==> config.mk <==
export PLATFORM = sky130hd
export DESIGN_NAME = axi_read_resp
export DESIGN_NICKNAME = d
export VERILOG_FILES = /design/src/rtl/axi_read_resp.sv
export SDC_FILE = /design/constraint.sdc
export NUM_CORES = 1
export LEC_CHECK = 0
export ABC_AREA = 1
export CAP_MARGIN = 20
export CORE_MARGIN = 5
export CORE_UTILIZATION = 53
export DETAILED_ROUTE_END_ITERATION = 10
export PLACE_DENSITY_LB_ADDON = 0.2
export SLEW_MARGIN = 10
export SYNTH_ARGS = -nofsm -noshare
export SYNTH_HDL_FRONTEND = slang
export SYNTH_SLANG_ARGS = --single-unit
==> constraint.sdc <==
create_clock -name clk -period 7.7 [get_ports clk]
set_input_delay 1.54 -clock clk [delete_from_list [all_inputs] [get_ports clk]]
set_output_delay 1.54 -clock clk [all_outputs]
set_load 0.02 [all_outputs]
==> src/rtl/axi_read_resp.sv <==
// AXI read-response engine: walks one AR descriptor at a time through the
// cache data array and returns the beats on the R channel.
//
// state | meaning
// ------+------------------------------------------------------------
// IDLE  | ready for a descriptor; desc_ready high
// REQ   | one-cycle mem_req for the current beat (suppressed on error)
// WAIT  | capture mem_rdata (or zero) into the rdata register
// RESP  | rvalid high; hold the beat until rready, then advance or finish
module axi_read_resp #(
  parameter int ADDR_WIDTH = 32,
  parameter int ID_WIDTH   = 4,
  parameter int DATA_WIDTH = 32
) (
  input  logic                           clk,
  input  logic                           rst_n,
  input  logic                           desc_valid,
  output logic                           desc_ready,
  input  logic [ADDR_WIDTH+ID_WIDTH+12:0] desc_data,
  output logic                           mem_req,
  output logic [ADDR_WIDTH-1:0]          mem_addr,
  input  logic [DATA_WIDTH-1:0]          mem_rdata,
  output logic                           rvalid,
  input  logic                           rready,
  output logic [DATA_WIDTH-1:0]          rdata,
  output logic [ID_WIDTH-1:0]            rid,
  output logic [1:0]                     rresp,
  output logic                           rlast,
  output logic                           busy
);

  // Largest legal arsize: 4-byte beats on a 32-bit bus, 8-byte on 64-bit.
  localparam logic [2:0] MAX_SIZE = (DATA_WIDTH == 64) ? 3'd3 : 3'd2;

  typedef enum logic [1:0] {S_IDLE, S_REQ, S_WAIT, S_RESP} state_t;

  state_t                state_q;
  logic [ADDR_WIDTH-1:0] addr_q;
  logic [1:0]            burst_q;
  logic [2:0]            size_q;
  logic [7:0]            len_q;
  logic [7:0]            cnt_q;
  logic                  err_q;

  logic [ADDR_WIDTH-1:0] d_addr;
  logic [ID_WIDTH-1:0]   d_id;
  logic [1:0]            d_burst;
  logic [2:0]            d_size;
  logic [7:0]            d_len;

  assign {d_addr, d_id, d_burst, d_size, d_len} = desc_data;
  assign mem_addr = addr_q;

  // Descriptor legality, judged once at accept time and carried for the burst.
  logic                  d_err;
  logic [ADDR_WIDTH-1:0] d_bytes;
  logic                  d_bad_len;
  always_comb begin
    d_bytes   = ADDR_WIDTH'(1) << d_size;
    d_bad_len = !((d_len == 8'd1) || (d_len == 8'd3) || (d_len == 8'd7) || (d_len == 8'd15));
    d_err     = 1'b0;
    if (d_burst == 2'b11)
      d_err = 1'b1;
    if (d_size > MAX_SIZE)
      d_err = 1'b1;
    if ((d_burst == 2'b10) && d_bad_len)
      d_err = 1'b1;
    if ((d_burst == 2'b10) && ((d_addr & (d_bytes - ADDR_WIDTH'(1))) != '0))
      d_err = 1'b1;
  end

  // Address of the following beat for FIXED / INCR / WRAP.
  logic [ADDR_WIDTH-1:0] bytes;
  logic [ADDR_WIDTH-1:0] span;
  logic [ADDR_WIDTH-1:0] low;
  logic [ADDR_WIDTH-1:0] next_addr;
  always_comb begin
    bytes = ADDR_WIDTH'(1) << size_q;
    span  = bytes * (ADDR_WIDTH'(len_q) + ADDR_WIDTH'(1));
    low   = addr_q & ~(span - ADDR_WIDTH'(1));
    case (burst_q)
      2'b01:   next_addr = (addr_q & ~(bytes - ADDR_WIDTH'(1))) + bytes;
      2'b10:   next_addr = low + ((addr_q + bytes - low) & (span - ADDR_WIDTH'(1)));
      default: next_addr = addr_q;
    endcase
  end

  // Sequencer with all handshake and R outputs registered.
  always_ff @(posedge clk or negedge rst_n) begin
    if (!rst_n) begin
      state_q    <= S_IDLE;
      addr_q     <= '0;
      burst_q    <= '0;
      size_q     <= '0;
      len_q      <= '0;
      cnt_q      <= '0;
      err_q      <= 1'b0;
      desc_ready <= 1'b1;
      mem_req    <= 1'b0;
      rvalid     <= 1'b0;
      rdata      <= '0;
      rid        <= '0;
      rresp      <= 2'b00;
      rlast      <= 1'b0;
      busy       <= 1'b0;
    end else begin
      case (state_q)
        S_IDLE: begin
          if (desc_valid) begin
            addr_q     <= d_addr;
            rid        <= d_id;
            burst_q    <= d_burst;
            size_q     <= d_size;
            len_q      <= d_len;
            err_q      <= d_err;
            cnt_q      <= 8'd0;
            desc_ready <= 1'b0;
            busy       <= 1'b1;
            mem_req    <= !d_err;
            state_q    <= S_REQ;
          end
        end
        S_REQ: begin
          mem_req <= 1'b0;
          state_q <= S_WAIT;
        end
        S_WAIT: begin
          rdata   <= err_q ? '0 : mem_rdata;
          rresp   <= err_q ? 2'b10 : 2'b00;
          rlast   <= (cnt_q == len_q);
          rvalid  <= 1'b1;
          state_q <= S_RESP;
        end
        S_RESP: begin
          if (rready) begin
            rvalid <= 1'b0;
            rlast  <= 1'b0;
            if (rlast) begin
              desc_ready <= 1'b1;
              busy       <= 1'b0;
              state_q    <= S_IDLE;
            end else begin
              cnt_q   <= cnt_q + 8'd1;
              addr_q  <= next_addr;
              mem_req <= !err_q;
              state_q <= S_REQ;
            end
          end
        end
        default: state_q <= S_IDLE;
      endcase
    end
  end

endmodule
==> results of run 1 <==
-- cell type report --
| type | instances | area (um^2) |
|---|---|---|
| sequential | 98 | 2456 |
| inverter | 413 | 1572 |
| fill | 1915 | 5421 |
| multi-input combinational | 1617 | 10910 |
| clock buffer | 9 | 225.2 |
| tap | 330 | 412.9 |
| timing repair buffer | 479 | 4031 |
| clock inverter | 7 | 81.33 |
-- worst max-delay path: cells and delay by family (launching register included) --
kind,cells,cell delay (ns)
AO/OA/AOI/OAI,8,1.24
XOR/XNOR,1,0.26
adder cells (fa/ha/maj),9,3.22
buffers and inverters,4,0.51
flip-flops,1,0.37
AND/OR/NAND/NOR,29,2.60
-- cell families after synthesis --
| logic type | Yosys count |
|---|---|
| and+or+nand+nor | 1139 |
| buffers and inverters | 450 |
| AOI/OAI and AO/OA | 265 |
| adders and majority gates | 173 |
| DFF | 98 |
| xor gates and xnor gates | 39 |
| other | 1 |
-- through the flow --
| step | instances | util |
|---|---|---|
| finish | 2953 | 0.7841 |
| global route | 2953 | 0.7841 |
| CTS | 2928 | 0.7469 |
| detailed placement | 2874 | 0.6938 |
| global placement | 2874 | 0.6938 |
| floorplan | 2165 | - |
-- worst max-delay path by stage --
stage / startpoint / depth (start not counted) / slack (ns) / endpoint
floorplan: len_q[1] / 51 / 0.02 / mem_addr[31]
global placement: len_q[1] / 50 / -0.61 / mem_addr[30]
detailed placement: len_q[1] / 50 / -0.73 / mem_addr[29]
CTS: len_q[0] / 56 / -0.13 / mem_addr[30]
global route: len_q[1] / 55 / -0.95 / mem_addr[30]
finish: len_q[1] / 51 / -0.57 / mem_addr[31]
-- routing by layer --
| layer | part of all wire | wire [um] | global-route usage |
|---|---|---|---|
| met4 | 0.032 | 1674 | 0.08575 |
| met1 | 0.41 | 21460 | 0.4687 |
| met5 | 0 | 0 | 0 |
| met2 | 0.46 | 23900 | 0.5593 |
| met3 | 0.098 | 5129 | 0.05031 |
-- flip-flops by register name, indices dropped and copies added, names as in the netlist --
name and flops:
state_q 2, mem_addr 32, rid 4, len_q 8, rresp 1, burst_q 2, cnt_q 8, busy 1
mem_req 1, rdata 32, desc_ready 1, err_q 1, rlast 1, rvalid 1, size_q 3
-- cells in the final DEF, fill, tap and decap left out, types with 19 or more instances in the layout --
cell             instances
a21oi_1                 62
a21oi_2                 19
a22o_1                  32
buf_4                  315
clkdlybuf4s50_1        157
dfrtp_1                 95
fa_1                    44
ha_1                    87
ha_4                    35
inv_1                  362
inv_2                   40
nand2_1                550
nand2_2                 93
nand2_4                 36
nand3_1                103
nand3_2                 24
nand4_1                 32
nor2_1                 177
nor2_2                  38
nor2_4                  28
o21ai_0                 65
xor2_1                  23
-- Yosys cell counts (3+ instances only) --
library cell,number,area (um^2)
nand2_1,666,2500
inv_1,397,1490
nor2_1,232,870.8
nand3_1,128,640.6
ha_1,125,1564
dfrtp_1,97,2427
a21oi_1,85,425.4
o21ai_0,79,395.4
fa_1,48,960.9
a22o_1,32,280.3
nand4_1,32,200.2
clkbuf_1,27,101.4
xor2_1,26,227.7
nor3_1,20,100.1
xnor2_1,13,113.9
o21ai_1,12,60.06
inv_2,11,41.29
a31oi_1,10,62.56
nand2_2,10,62.56
nand3b_1,9,67.56
nor2_2,8,50.05
nor4_1,8,50.05
o21bai_1,8,60.06
o22ai_1,8,50.05
buf_2,6,30.03
o211ai_1,6,45.04
and2_1,5,31.28
o31ai_1,5,37.54
clkinv_1,4,15.01
a211oi_1,3,22.52
buf_4,3,22.52
nand2_4,3,33.78
nor2_4,3,33.78
o21a_1,3,22.52
-- timing repair --
item / CTS / global route
pin swaps: 74 / 88
setup buffers: 38 / 25
endpoints found under the setup margin: 19 / 25
gates resized for setup: 176 / 202
==> key figures, run 1 <==
Yosys
  • Ys flop type: dfrtp_1
  • Synth Area in XOR/XNOR: 0.02542
  • YS warnings: 0
  • Post-synthesis adder-cell area fraction: 0.1879
  • Synth Area in Simple Gates: 0.3574
  • Synth Register Bits: 98
  • Asr flop ratio synth: 1.000
  • Mapped Area: 13440 um^2
  • Syn Area/Cell: 6.207 um^2
  • Number of distinct library cells after synthesis: 60
  • Compound-Gate Fraction of Synth Area: 0.1191
  • Seq/Total Area, Yosys: 0.1826
  • Multiplexer area fraction after synthesis: 0
  • Main combinational cell family by area after synthesis: simple AND/OR/NAND/NOR gates
  • Syn Nets: 2423
  • Post-synth EDFFs: 0
  • Cell count after synthesis: 2165

Worst setup path
  • R2r startpoint: len_q[1]
  • Critical Path RT: 7.99 ns
  • FF-to-FF End: mem_addr[31]
  • Most frequent CP cell: nand2_1
  • Crit-path max cell delay: 0.56 ns
  • Slowest-stage cell, CP: fa_1
  • Worst setup EP type: flip-flop
  • Setup CP Type: reg -> reg
  • Worst r2r path cells: 51
  • Crit path max fanout: 5
  • Startpoint types: flip-flop
  • Reg2reg setup slack: -0.57 ns
  • Crit path DAT: 8.56 ns

Clock tree
  • Clock transition at path regs: 0.08 ns
  • Clk sinks: 98
  • CTS tree: yes
  • CTS buffer count: 9
  • Worst skew pair latency: 0.35 ns
  • CTS H-tree depth: 3
  • Hold buffers post-CTS: 0
  • CTS Root Cell: clkbuf_16
  • Max Buffers Root-to-Sink: 2

Outcome
  • Status: finished with violations
  • Failing checks: setup timing

Routing
  • Total wire length: 52.16 mm
  • # DRC: 0
  • WL/cell: 17.66 um
  • Drt initial violations: 1609
  • Antenna Nets Post-Route: 0
  • DR vias/cell: 5.504
  • Vias: 16250
  • Drt pass-1 iters: 6

Min path
  • Hold Startpoint: rid[3]
  • Worst Hold Path EP: rid[3]
  • Hold depth: 2
  • Hold WC Path Type: reg -> reg

STA
  • Fin crit share: 1.074
  • Final setup fails: 25
  • Slew @ Worst Pin: 1.093 ns
  • Clock skew: 0.009699 ns
  • Final min period: 8.271 ns
  • Hold WS: 0.4913 ns
  • Final WS setup: -0.5705 ns
  • FMAX: 120.9 MHz
  • Max_slew headroom: 0.2708
  • Max-slew violations: 0
  • RSZ-0062 raised after global routing: yes
  • Final Hold Fails: 0
  • Setup TNS: -6.107 ns

Global routing
  • First-pass GRT wire length: 78.38 mm
  • Vias in the first global route: 15360
  • Largest net degree at the start of global routing: 80
  • Antenna violations before repair: 0
  • GRT Overall Usage: 0.3384
  • Gr ovfl total: 0

Floorplan
  • DIE AREA: 28640 um^2
  • Ports: 160
  • Row cnt: 58
  • Die span in x: 169.2 um
  • Die H: 169.2 um
  • Core Area: 25110 um^2
  • Starting Density: 0.5352

Cells and area
  • Fin area: 19690 um^2
  • Share of cells above drive strength 1: 0.2718
  • Final #Nets: 2876
  • Area Overhead vs Synth: 46.49%
  • N_diodes: 0

Run
  • Max Cap Violations: 0

Placed design
  • Setup WS pre-CTS: -0.7313 ns
  • Post-DP Area: 17420 um^2
  • Port bufs: 158
  • Gpl congestion: 1.016
  • HPWL Detailed: 39.70 mm
Power of run 1 is left out: the tool's default activity adds up to more than one toggle a clock period on the data nets, which glitch-free logic cannot reach.
==> inputs of run 2 (changes only) <==
SLEW_MARGIN = not set   (was 10)
==> run 2 against run 1 <==
Effect of this change: the flow still finishes with violations (setup timing); worst hold slack worse by 0.0033 ns; die area unchanged; critical path depth unchanged; register-to-register slack about the same; final area stayed put; count of clock-buffer cells in the layout unchanged; critical path type unchanged; critical endpoint unchanged.
==> key figures, run 2 (same netlist as run 1, synthesis figures left out) <==
STA
  • Hold WS: 0.4880 ns (was 0.4913 ns)
  • Final WS setup: -0.5647 ns (was -0.5705 ns)
  • Fin crit share: 1.073 (was 1.074)
  • Clock skew: 0.009642 ns (was 0.009699 ns)
  • Slew @ Worst Pin: 1.088 ns (was 1.093 ns)
  • Max-slew violations: 0 (unchanged)
  • Final setup fails: 25 (unchanged)
  • Final Hold Fails: 0 (unchanged)
  • FMAX: 121.0 MHz (was 120.9 MHz)
  • RSZ-0062 raised after global routing: yes (unchanged)
  • Final min period: 8.265 ns (was 8.271 ns)
  • Max_slew headroom: 0.2737 (was 0.2708)

Worst setup path
  • Most frequent CP cell: nand2_1 (unchanged)
  • Crit path DAT: 8.55 ns (was 8.56 ns)
  • Crit-path max cell delay: 0.56 ns (about the same)
  • Startpoint types: flip-flop (unchanged)
  • Setup CP Type: reg -> reg (unchanged)
  • Crit path max fanout: 5 (unchanged)
  • Worst setup EP type: flip-flop (unchanged)
  • Slowest-stage cell, CP: fa_1 (unchanged)
  • Worst r2r path cells: 51 (unchanged)
  • Critical Path RT: 7.99 ns (about the same)

Cells and area
  • N_diodes: 0 (unchanged)
  • Filler Cell Count: 1920 (was 1915)
  • Most common cell after layout, fill and taps aside: nand2_1 (unchanged)
  • Commonest non-fill, non-tap cells in the layout: nand2_1, inv_1, buf_4 (unchanged)
  • Final #Nets: 2876 (unchanged)
  • Share of cells above drive strength 1: 0.2718 (unchanged)
  • Area Overhead vs Synth: 46.49% (unchanged)
  • Share of the core filled with cells: 0.7841 (unchanged)

Clock tree
  • CTS H-tree depth: 3 (unchanged)
  • Clock transition at path regs: 0.08 ns (about the same)
  • Clk sinks: 98 (unchanged)
  • Hold buffers post-CTS: 0 (unchanged)
  • CTS tree: yes (unchanged)
  • CTS Root Cell: clkbuf_16 (unchanged)
  • CTS buffer count: 9 (unchanged)
  • Max Buffers Root-to-Sink: 2 (unchanged)
  • Worst skew pair latency: 0.35 ns (about the same)

Routing
  • WL/cell: 17.56 um (was 17.66 um)
  • Met2 Wirelength: 23.80 mm (was 23.90 mm)
  • DRT met1 WL: 21.26 mm (was 21.46 mm)
  • Drt pass-1 iters: 6 (unchanged)
  • Total wire length: 51.86 mm (was 52.16 mm)
  • WL met3: 5.087 mm (was 5.129 mm)
  • DR top layer: met4 (unchanged)
  • # DRC: 0 (unchanged)
  • Drt initial violations: 1522 (was 1609)
  • Antenna Nets Post-Route: 0 (unchanged)
  • DR vias/cell: 5.479 (was 5.504)
  • Vias: 16180 (was 16250)

Min path
  • Hold WC Path Type: reg -> reg (unchanged)
  • Hold depth: 2 (unchanged)

Outcome
  • Status: finished with violations (unchanged)
  • Failing checks: setup timing (unchanged)

Floorplan
  • DIE AREA: 28640 um^2 (unchanged)
  • Row cnt: 58 (unchanged)
  • Starting Density: 0.5352 (unchanged)
  • Die span in x: 169.2 um (unchanged)
  • Ports: 160 (unchanged)
  • Core Area: 25110 um^2 (unchanged)
  • Die H: 169.2 um (unchanged)

Placed design
  • Port bufs: 158 (unchanged)
  • HPWL Detailed: 39.70 mm (unchanged)
  • Gpl congestion: 1.016 (unchanged)

Run
  • Max Cap Violations: 0 (unchanged)

Global routing
  • Antenna violations before repair: 0 (unchanged)
  • Largest net degree at the start of global routing: 80 (unchanged)
  • Vias in the first global route: 15360 (unchanged)
  • Gr ovfl total: 0 (unchanged)
  • GRT Overall Usage: 0.3384 (unchanged)
  • First-pass GRT wire length: 78.38 mm (unchanged)
==> run 2: cell counts in the layout (fill, tap and decap cells not counted) <==
Identical to the previous run, type by type.
==> run 2: stage by stage <==
| stage | setup slack, ns | cell area (um^2) | setup TNS, ns | instances |
|---|---|---|---|---|
| 2_1_floorplan | 0.01556 | 13640 | 0 | 2165 |
| 3_3_place_gp | -0.6100 | 17420 | -3.754 | 2874 |
| 3_5_place_dp | -0.7313 | 17420 | -5.185 | 2874 |
| 4_1_cts | -0.1338 | 18750 | -0.3322 | 2928 |
| 5_1_grt | -0.9485 | 19690 | -13.49 | 2953 |
| 6_report | -0.5647 | 19690 | -6.115 | 2953 |
==> run 2: critical path: cells and delay by family (launching register included) <==
kind                     cells  cell delay [ns]
buffers and inverters        4             0.51
adder cells (fa/ha/maj)      9             3.23
flip-flops                   1             0.37
XOR/XNOR                     1             0.26
AO/OA/AOI/OAI                8             1.26
AND/OR/NAND/NOR             29             2.60
==> run 2: cell type report <==
cell class,instances,area [um^2],area share
Tap cell,330,412.9,0.02097
Multi-Input combinational cell,1617,10910,0.5541
Timing Repair Buffer,479,4031,0.2048
Clock buffer,9,225.2,0.01144
Sequential cell,98,2456,0.1248
Clock inverter,7,81.33,0.004131
Inverter,413,1572,0.07982
==> run 2: final timing paths <==
check	slack [ns]	startpoint	to
setup / recovery	-0.56	len_q[1]	mem_addr[31]
hold / removal	0.49	rid[3]	rid[3]
setup reg to reg	-0.56	len_q[1]	mem_addr[31]
hold reg to reg	0.49	rid[3]	rid[3]
max in group asynchronous	5.78	rst_n	mem_addr[6]
min in group asynchronous	1.05	rst_n	rid[2]
==> run 2: per-layer routing <==
layer  track usage  vias up
met5             0        -
li1              -     7723
met4       0.08575        0
met2        0.5593      830
met1        0.4687     7494
met3       0.05031      133
==> run 2: what timing repair did <==
action                     4_1_cts  5_1_grt
hold endpoints to repair         0        0
setup endpoints to repair       19       25
gates resized for setup        176      202
buffers inserted                38       25
pin swaps                       74       88
Power of run 2 is left out for the same reason.
==> inputs of run 3 (changes only) <==
CORE_UTILIZATION = 55   (was 53)
clock period = 10.5 ns   (was 7.7 ns; I/O delays follow)
==> run 3 against run 2 <==
Effect of this change: critical path type unchanged; worst hold slack better by 0.0064 ns; utilization is 14 points lower; the run now ends clean; non-clock buffer count is 316 lower.
==> key figures, run 3 (same netlist as run 1, synthesis figures left out) <==
Outcome
  • Status: finished clean (was finished with violations)

Global routing
  • Gr ovfl total: 0 (unchanged)
  • Antenna violations before repair: 0 (unchanged)
  • Vias in the first global route: 13810 (was 15360)
  • Largest net degree at the start of global routing: 63 (was 80)
  • GRT Overall Usage: 0.3205 (was 0.3384)
  • First-pass GRT wire length: 72.56 mm (was 78.38 mm)

Routing
  • Antenna Nets Post-Route: 0 (unchanged)
  • # DRC: 0 (unchanged)
  • DRT met1 WL: 20.11 mm (was 21.26 mm)
  • Vias: 14520 (was 16180)
  • WL met3: 4.830 mm (was 5.087 mm)
  • Total wire length: 45.65 mm (was 51.86 mm)
  • WL/cell: 17.35 um (was 17.56 um)
  • DR vias/cell: 5.519 (was 5.479)
  • Drt initial violations: 1554 (was 1522)
  • DR top layer: met4 (unchanged)
  • Met2 Wirelength: 19.79 mm (was 23.80 mm)
  • Drt pass-1 iters: 6 (unchanged)

Worst setup path
  • Setup CP Type: reg -> reg (unchanged)
  • Delay-heaviest family, CP: adder cells (unchanged)
  • Crit path max fanout: 11 (was 5)
  • Crit path DAT: 9.77 ns (was 8.55 ns)
  • Slowest-stage cell, CP: fa_1 (unchanged)
  • Startpoint types: flip-flop (unchanged)
  • Worst setup EP type: flip-flop (unchanged)
  • Critical Path RT: 10.74 ns (was 7.99 ns)
  • Crit-path max cell delay: 0.53 ns (was 0.56 ns)
  • CP bufs+invs: 7 (was 4)
  • Most frequent CP cell: nand2_1 (unchanged)

STA
  • Clock skew: 0.008607 ns (was 0.009642 ns)
  • RSZ-0062 raised after global routing: no (was yes)
  • FMAX: 104.9 MHz (was 121.0 MHz)
  • Final min period: 9.530 ns (was 8.265 ns)
  • Final setup fails: 0 (was 25)
  • Max-slew violations: 0 (unchanged)
  • Setup TNS: 0 ns (was -6.115 ns)
  • Max_slew headroom: 0.3147 (was 0.2737)
  • Slew @ Worst Pin: 1.027 ns (was 1.088 ns)
  • Final Hold Fails: 0 (unchanged)
  • Fin crit share: 0.9076 (was 1.073)

Floorplan
  • Die span in x: 166.3 um (was 169.2 um)
  • DIE AREA: 27660 um^2 (was 28640 um^2)
  • Ports: 160 (unchanged)
  • Die H: 166.3 um (was 169.2 um)
  • Core Area: 24180 um^2 (was 25110 um^2)
  • Starting Density: 0.5559 (was 0.5352)
  • Row cnt: 57 (was 58)

Clock tree
  • CTS buffer count: 9 (unchanged)
  • Max Buffers Root-to-Sink: 2 (unchanged)
  • Clock transition at path regs: 0.08 ns (about the same)
  • Worst skew pair latency: 0.35 ns (about the same)
  • Hold buffers post-CTS: 0 (unchanged)
  • CTS tree: yes (unchanged)
  • CTS Root Cell: clkbuf_16 (unchanged)
  • Clk sinks: 98 (unchanged)
  • Post-CTS Setup Bufs: 0 (was 38)
  • CTS H-tree depth: 3 (unchanged)
  • Post-CTS sizing: 0 (was 176)

Placed design
  • Port bufs: 158 (unchanged)
  • HPWL Detailed: 37.74 mm (was 39.70 mm)
  • Gpl congestion: 1.022 (was 1.016)
  • Post-DP Area: 15310 um^2 (was 17420 um^2)

Cells and area
  • Most common cell after layout, fill and taps aside: nand2_1 (unchanged)
  • Final #Nets: 2560 (was 2876)
  • Commonest non-fill, non-tap cells in the layout: nand2_1, inv_1, nor2_1 (was nand2_1, inv_1, buf_4)
  • Share of cells above drive strength 1: 0.03511 (was 0.2718)
  • N_diodes: 0 (unchanged)
  • Area Overhead vs Synth: 16.27% (was 46.49%)
  • Fin area: 15630 um^2 (was 19690 um^2)

Run
  • Max Cap Violations: 0 (unchanged)

Min path
  • Hold WC Path Type: reg -> reg (unchanged)
run 3: path summary, 6_finish.rpt:
check / startpoint / to / slack (ns) / depth (start not counted)
max in group asynchronous: rst_n / len_q[0] / 7.54 / 2
min in group asynchronous: rst_n / rdata[20] / 1.69 / 1
setup reg to reg: len_q[0] / mem_addr[30] / 0.97 / 51
hold reg to reg: rid[0] / rid[0] / 0.49 / 2
setup / recovery: len_q[0] / mem_addr[30] / 0.97 / 51
hold / removal: rid[0] / rid[0] / 0.49 / 2
run 3: worst min-delay path, cell delays in order, from the launching register on:
cell and delay [ns]:
dfrtp_1 0.36, nand2_1 0.05, nand2_1 0.05
run 3: routing by layer:
| layer | vias to the layer above | global-route usage |
|---|---|---|
| met5 | - | 0 |
| met4 | 0 | 0.07186 |
| met3 | 65 | 0.07213 |
| met2 | 715 | 0.5041 |
| met1 | 6659 | 0.4538 |
| li1 | 7082 | - |
run 3: cell type report:
| type | instances | area (um^2) |
|---|---|---|
| fill | 2266 | 8551 |
| inverter | 413 | 1553 |
| timing repair buffer | 163 | 1617 |
| tap | 324 | 405.4 |
| multi-input combinational | 1617 | 9290 |
| clock inverter | 7 | 81.33 |
| clock buffer | 9 | 225.2 |
| sequential | 98 | 2455 |
run 3: through the flow:
step                      setup slack [ns]  hold slack [ns]    util  cells
after detailed placement             1.014           0.4637  0.6333   2615
after global placement               1.277           0.4651  0.6333   2615
after CTS                           0.9901           0.4927  0.6460   2631
final                               0.9704           0.4944  0.6463   2631
after global routing                0.1211           0.5211  0.6463   2631
after floorplan                      2.411           0.4530       -   2165
Power of run 3 is left out for the same reason.
